## src/rtl/if_fetch_queue_pkg.sv

```systemverilog
// Shared fetch-queue constants: reset level, default depth and bus widths.
package if_fetch_queue_pkg;

  localparam logic RST_ENABLE  = 1'b0;
  localparam int   IFQ_DEPTH   = 4;
  localparam int   INST_ADDR_W = 32;
  localparam int   INST_W      = 32;

  // True once queued entries plus the outstanding ROM response fill every slot.
  function automatic logic credit_exhausted(input int unsigned used, input int unsigned depth);
    return used >= depth;
  endfunction

endpackage

```

## src/rtl/if_fetch_queue_fifo.sv

```systemverilog
// ifq_fifo: DEPTH-entry FIFO of {pc, inst} pairs with clear, occupancy count and combinational head.
module ifq_fifo
  import if_fetch_queue_pkg::*;
#(
  parameter int DEPTH = IFQ_DEPTH,
  parameter int W     = INST_ADDR_W + INST_W
) (
  input  logic                       clk,
  input  logic                       rst,
  input  logic                       clear,
  input  logic                       push,
  input  logic                       pop,
  input  logic [W-1:0]               din,
  output logic [W-1:0]               head,
  output logic [$clog2(DEPTH):0]     count
);

  localparam int PW = $clog2(DEPTH);
  localparam int CW = PW + 1;

  logic [W-1:0]  mem_reg [DEPTH];
  logic [PW-1:0] wr_ptr_reg;
  logic [PW-1:0] rd_ptr_reg;
  logic [CW-1:0] count_reg;
  logic          do_push;
  logic          do_pop;

  assign do_push = push & ~clear;
  assign do_pop  = pop & (count_reg != '0) & ~clear;

  genvar gi;
  generate
    for (gi = 0; gi < DEPTH; gi++) begin : g_entry
      always_ff @(posedge clk) begin
        if (do_push && wr_ptr_reg == PW'(gi))
          mem_reg[gi] <= din;
      end
    end
  endgenerate

  // Pointers are log2(DEPTH) wide, so they wrap modulo DEPTH on their own.
  always_ff @(posedge clk) begin
    if (rst == RST_ENABLE || clear) begin
      wr_ptr_reg <= '0;
      rd_ptr_reg <= '0;
      count_reg  <= '0;
    end else begin
      if (do_push) wr_ptr_reg <= wr_ptr_reg + 1'b1;
      if (do_pop)  rd_ptr_reg <= rd_ptr_reg + 1'b1;
      if (do_push && !do_pop)
        count_reg <= count_reg + 1'b1;
      else if (do_pop && !do_push)
        count_reg <= count_reg - 1'b1;
      assert (!(do_push && count_reg == CW'(DEPTH)));
    end
  end

  assign head  = mem_reg[rd_ptr_reg];
  assign count = count_reg;

endmodule

```

## src/rtl/if_fetch_queue.sv

```systemverilog
// Fetch queue: issues ROM reads from pc/ce, pairs responses with their PC and buffers them for decode.
// Optional IFQ_BYPASS_EN forwards a response straight to decode when the queue is empty.
module if_fetch_queue
  import if_fetch_queue_pkg::*;
#(
  parameter int DEPTH  = IFQ_DEPTH,
  parameter int ADDR_W = INST_ADDR_W,
  parameter int DATA_W = INST_W
) (
  input  logic              clk,
  input  logic              rst,
  input  logic [ADDR_W-1:0] pc_i,
  input  logic              ce_i,
  input  logic              flush_i,
  output logic              pc_stall_o,
  output logic              rom_ce_o,
  output logic [ADDR_W-1:0] rom_addr_o,
  input  logic [DATA_W-1:0] rom_inst_i,
  output logic              id_valid_o,
  input  logic              id_ready_i,
  output logic [ADDR_W-1:0] id_pc_o,
  output logic [DATA_W-1:0] id_inst_o
);

  localparam int CW = $clog2(DEPTH) + 1;
  localparam int W  = ADDR_W + DATA_W;

  logic              run;
  logic              inflight_reg;
  logic [ADDR_W-1:0] pc_reg;
  logic [CW-1:0]     count;
  logic [W-1:0]      fifo_head;
  logic [W-1:0]      head_sel;
  logic              fifo_valid;
  logic              resp;
  logic              issue;
  logic              push;
  logic              pop;
  logic              valid_int;

  assign run        = (rst != RST_ENABLE);
  // Credit check ignores a same-cycle pop to keep the stall path short.
  assign pc_stall_o = run & credit_exhausted(int'(count) + int'(inflight_reg), DEPTH);
  assign issue      = run & ce_i & ~pc_stall_o & ~flush_i;
  assign rom_ce_o   = issue;
  assign rom_addr_o = pc_i;
  assign resp       = inflight_reg & ~flush_i;
  assign fifo_valid = (count != '0);
  assign pop        = fifo_valid & id_ready_i;

`ifdef IFQ_BYPASS_EN
  logic bypass;
  assign bypass    = resp & ~fifo_valid;
  assign valid_int = fifo_valid | bypass;
  assign push      = resp & ~(bypass & id_ready_i);
  assign head_sel  = bypass ? {pc_reg, rom_inst_i} : fifo_head;
`else
  assign valid_int = fifo_valid;
  assign push      = resp;
  assign head_sel  = fifo_head;
`endif

  always_ff @(posedge clk) begin
    if (!run) begin
      inflight_reg <= 1'b0;
      pc_reg       <= '0;
    end else begin
      inflight_reg <= issue;
      if (issue) pc_reg <= pc_i;
    end
  end

  ifq_fifo #(
    .DEPTH (DEPTH),
    .W     (W)
  ) u_fifo (
    .clk   (clk),
    .rst   (rst),
    .clear (flush_i),
    .push  (push),
    .pop   (pop),
    .din   ({pc_reg, rom_inst_i}),
    .head  (fifo_head),
    .count (count)
  );

  assign id_valid_o = run & valid_int;
  assign id_pc_o    = run ? head_sel[W-1:DATA_W] : '0;
  assign id_inst_o  = run ? head_sel[DATA_W-1:0] : '0;

endmodule

```

## config.mk

```make
export PLATFORM = sky130hd
export DESIGN_NAME = if_fetch_queue
export DESIGN_NICKNAME = d
export VERILOG_FILES = /design/src/rtl/if_fetch_queue_pkg.sv /design/src/rtl/if_fetch_queue_fifo.sv /design/src/rtl/if_fetch_queue.sv
export SDC_FILE = /design/constraint.sdc
export NUM_CORES = 1
export LEC_CHECK = 0
export BUFFER_PORTS_ARGS = -buffer_cell sky130_fd_sc_hd__buf_2
export CAP_MARGIN = 20
export CELL_PAD_IN_SITES_DETAIL_PLACEMENT = 0
export CELL_PAD_IN_SITES_GLOBAL_PLACEMENT = 1
export CORE_AREA = 2 2 127 222
export DETAILED_ROUTE_END_ITERATION = 7
export DIE_AREA = 0 0 129 224
export PLACE_DENSITY_LB_ADDON = 0.1
export SYNTH_ARGS = -nofsm -noshare
export SYNTH_HDL_FRONTEND = slang
export SYNTH_HIERARCHICAL = 1
export SYNTH_SLANG_ARGS = --single-unit
```

## constraint.sdc

```tcl
create_clock -name clk -period 3.19 [get_ports clk]
set_input_delay 0.638 -clock clk [delete_from_list [all_inputs] [get_ports clk]]
set_output_delay 0.638 -clock clk [all_outputs]
set_load 0.1 [all_outputs]
```

# Word level (Yosys, flattened, before mapping)
# Memories as Yosys holds them, arrays and structs flattened. A register that Yosys moved wholly into a read port is not among the register bits.
# Index checks and enable logic that the tools add are counted.
# op_classes
add_sub_neg	5
magnitude_cmp	1
n_eq_ne	3
muxes	23
bitwise	13
reduce_logical	15
# op_table
op	n
2-to-1 mux 64 bit	3
OR reduction 64 bit	3
2-to-1 mux 32 bit	2
2-to-1 mux 1 bit	11
AND 1 bit	10
2-to-1 mux 2 bit	5
logical AND 1 bit	6
2-to-1 mux 3 bit	2
adder 2 x 1 -> 2 bit, second input constant	2
adder 3 x 1 -> 4 bit	1
equality test 2 bit, second input constant	2
greater-or-equal comparator 4 x 3 -> 1 bit, second input constant	1
adder 3 x 1 -> 3 bit, second input constant	1
inverter 1 bit	3
nonzero test 3 bit	1
subtractor 3 x 1 -> 3 bit, second input constant	1
equality test 2 x 1 -> 1 bit, second input constant	1
zero test 1 bit	2
zero test 2 bit	1
nonzero test 2 bit	1
logical OR 1 bit	1
# totals
regBits	40
ram_bits	256
in_bits	69
output_inout_bits	99
wordCells	66
memories	1
# mem_list
memory	words	width	rd	rd_ports_with_merged_regs	wr	line	text
u_fifo.mem_reg	4	64	1	1	1	if_fetch_queue_fifo.sv:21	logic [W-1:0] mem_reg [DEPTH];

# Longest topological paths before layout
# logic_depth
ltp_word	10
depth_mapped	10
ltp_nobuf	10

# Hierarchy
# The synthesis kept the hierarchy.
# modules_own_cells
mod	instances	cells_per_inst	area_each_um2	seq_area_each_um2
ifq_fifo	1	379	9751.9	7867.5
if_fetch_queue	1	249	2016.9	660.6

# Worst setup path after synthesis
# Ideal clock, no wire load.
# synth_path
path_type	input to register
start	input flush_i
end	memory u_fifo/mem_reg[0][0] (netlist name) (enable)
setup_ps	429
t_arrival_ps	2649
required_time_ps	2761
path_slack_ps	112
cell_stages	3
path_buffers	0
cell_sequence	nor2b_1 nor2b_1 and2_1
# synth_between
elab_chain_len	10
word_cells_on_any_way	24
cone_classes	mux: 14; bitwise: 3; reduce/logical: 7
# synth_lines
item	line	text
start: declaration	if_fetch_queue.sv:14	input logic flush_i,
inverter 1 bit *	if_fetch_queue_fifo.sv:28, if_fetch_queue.sv:47	
AND 1 bit	if_fetch_queue.sv:47	assign resp = inflight_reg & ~flush_i;
AND 1 bit *	if_fetch_queue_fifo.sv:28	assign do_push = push & ~clear;
net u_fifo.do_push	if_fetch_queue_fifo.sv:25	logic do_push;
logical AND 1 bit	if_fetch_queue_fifo.sv:35	if (do_push && wr_ptr_reg == PW'(gi))
2-to-1 mux 1 bit	if_fetch_queue_fifo.sv:35	
2-to-1 mux 1 bit (not written as such)	if_fetch_queue_fifo.sv:36	mem_reg[gi] <= din;
OR reduction 64 bit (no source line)	-	
2-to-1 mux 2 bit (no source line) / 2-to-1 mux 1 bit (equally long branches) (3 in a row)	-	
end: declaration	if_fetch_queue_fifo.sv:21	
# The timed path passes the listed nets; every way through them passes the cells marked *.

==> summary.md <==
| Metric | Value |
|---|---|
| Site Rows | 80 |
| Starting DRT DRC Count | 321 |
| Slew @ Worst Pin | 0.6820 ns |
| Post-Synth Simple-Gate Area | 5.401% |
| RD Place Congestion | approximately 0.71 |
| Flops & latches, synth | 298 |
| Multiplexer area fraction after synthesis | approximately 15% |
| I/O pin count | between 150 and 200 |
| Core area | between 20000 and 30000 um2 |
| Peak Freq | between 0.3 and 0.4 GHz |
| Worst VDD drop | 0.0003739 V |
| H-Tree Depth | 1 |
| Post_cts resized | 0 |
| Post-DRT Antenna Nets | 0 |
| CTS tree | done |
| Syn_area_per_cell | around 19 um2 |
| Crit-path slowest cell | mux4_1 |
| CP arrival | between 2 and 2.5 ns |
| R2R Setup Slk | roughly 0.86 ns |
| Area Growth Syn to Fin | 17.14% |
| Max Slew Vio Count | 0 |
| Crit-path cells | buf_12 > mux4_1 > and2_1 > buf_2 |
| Max Cap Viol | 0 |
| Die Y | 224 um |
| Synth Area in XOR/XNOR | less than 1% |
| Die area | 28900 um2 |
| Design Area, Final | around 14000 um2 |
| Total grt overflow | 0 |
| Critical Path RT | roughly 2.6 ns |
| Num CTS Buffers | 27 |
| Area after DPL | between 10000 and 15000 um2 |
| Clock latency at the later pin of the worst-skew pair | 0.53 ns |
| Number of flip-flops under the largest register name | between 200 and 300 |
| Post-synth EDFFs | 256 |
| Area share of the largest cell type after synthesis | between 60% and 70% |
| Rel. slew slack | around 55% |
| Syn Nets | roughly 700 |
| Sequential element share of the synthesized area | between 70 and 80% |
| GR Util All Layers | 16.29% |
| RSZ-0062 raised after global routing | no |
| Pwr Total | roughly 0.0083 W |
| FFs w/ async S/R, synth | 0% |
| Initial antenna violation count | 0 |
| Routed via count | 5734 |
| Post-Syn Instances | 628 |
| Fraction of layout cells with a size suffix above 1 | ~37% |
| Residual DRC | 0 |
| Max clock buf depth | 3 |
| Outcome | completed |
| Hpwl dp | between 10000 and 15000 um |
| Synth unique cells | 31 |
| Clk pin slew, worst setup/hold paths | ~0.070 ns |
| Top post-synthesis cells by count | 256 x edfxtp_1, 68 x and2_1, 60 x mux4_2 |
| Crit path capture type | primary output |
| Fin crit period | between 2 and 3 ns |
| CTS hold repair buffers | 0 |
| Hold Slack | roughly 0.32 ns |
| Post-CTS Setup Inserts | 0 |
| Setup TNS Final | 0 ns |
| Largest family of logic cells by synthesized area | multiplexers |
| Period utilization | 93.96% |
| Core Util, Final | slightly above 50% |
| Hold WC Path Type | input pin to flip-flop |
| Leakage power total | 5.190 nW |
| Global-route wire length before repair | 35500 um |
| Endpoints failing hold | 0 |
| Layout Skew | between 0.015 and 0.02 ns |
| Vias in the first global route | 6263 |
| CP max FO | 22 |
| Slowest stage delay, CP | between 0.5 and 0.6 ns |
| Clock root cell | clkbuf_16 |
| 1st-pass router iterations | 4 |
| N_diodes | 0 |
| Clk sinks | roughly 300 |
| Synth warnings | 6 |
| Die width | between 100 and 150 um |
| Setup crit start kind | flip-flop |
| Layout Nets | roughly 860 |
| Initial core utilization | between 40% and 50% |
| Drt total wl | roughly 23000 um |
| Crit Path Class | flip-flop to primary output |
| Vias per inst | a little under 5 |
| Syn Std Cell Area | around 12000 um2 |
| Most frequent cell after synthesis | edfxtp_1 |
| # setup viols final | 0 |
| Synth Area in Compound Gates | less than 1% |
| Largest net degree at the start of global routing | 39 |
| Main synth FF type | edfxtp_1 |
| Cell accounting for the most synthesized area | edfxtp_1 |
| Ranking of synthesized cells by area | edfxtp_1 65%, mux4_2 11%, dfxtp_1 7.1% |
| DR WL/cell | 19.66 um |
| Number of input and output port buffers inserted | between 150 and 200 |
| Cell Pwr Density | around 600 nW/um2 |
| Post-Synth Adder-Cell Area | less than 1% |
[layout by cell type, fill, tap and decap left out, drive strengths merged, types with 2 or more instances in the layout]
cell type  instances
and2              68
buf              185
bufinv             6
clkbuf            34
clkinv             7
clkinvlp           2
dfxtp             42
edfxtp           256
ha                 5
inv               38
mux2i             34
mux4              64
nand2             33
nor2               7
nor2b              4
xor2               4
[path summary, 6_finish.rpt]
kind,endpoint,cells after the start,startpoint
setup / recovery,id_pc_o[31],4,flip-flop
hold / removal,u_fifo/mem_reg[2][4]$_DFFE_PP_,1,rom_inst_i[4]
setup reg to reg,u_fifo/count[2]$_SDFFE_PP0P_,8,inflight_reg$_SDFF_PN0_
hold reg to reg,pc_reg[6]$_SDFFE_PN0P_,2,pc_reg[6]$_SDFFE_PN0P_
[final cells by class]
class / instances / area (um2)
inverter: 38 / 142.6
tap: 369 / 461.7
fill: 2291 / 13340
multi-input combinational: 231 / 2601
timing repair buffer: 185 / 1101
clock buffer: 34 / 711.9
sequential: 298 / 8536
clock inverter: 15 / 231.5
[worst max-delay path: cells and delay by family (launching register included)]
kind | cells | cell delay, ns
mux | 1 | 0.58
buf+inv | 2 | 0.55
flops | 1 | 0.52
simple gates | 1 | 0.17
[logic make-up after synthesis]
family                   after synthesis
XOR/XNOR                               5
multiplexers                          98
buffers and inverters                 99
flip-flops                           298
AO/OA/AOI/OAI                          5
AND/OR/NAND/NOR                      117
adder cells (fa/ha/maj)                6
[stage by stage]
step                setup slack [ns]  cells
floorplan                     0.1119    628
global placement              0.4970   1121
detailed placement            0.4365   1121
CTS                           0.1154   1170
global route                 0.07524   1170
finish                        0.1927   1170
[per-layer routing]
metal / part of all wire [%] / GRT usage (%) / wire [um] / vias to the layer above
met5: 0 / 0 / 0 / -
li1: - / - / - / 2632
met3: 3.4 / 1.911 / 781 / 24
met1: 39 / 18.93 / 8993 / 2945
met4: 1.8 / 4.698 / 409 / 0
met2: 56 / 31.01 / 12820 / 133
[report_power, final]
part | switching, W | internal (W) | leakage, nW | total, W
Sequential | 0.0000282 | 0.00426 | 2.72 | 0.00428
Clock | 0.00136 | 0.00207 | 0.455 | 0.00342
Combinational | 0.000442 | 0.000107 | 2.02 | 0.000549
Note: power is estimated with default switching activity, not from simulation.
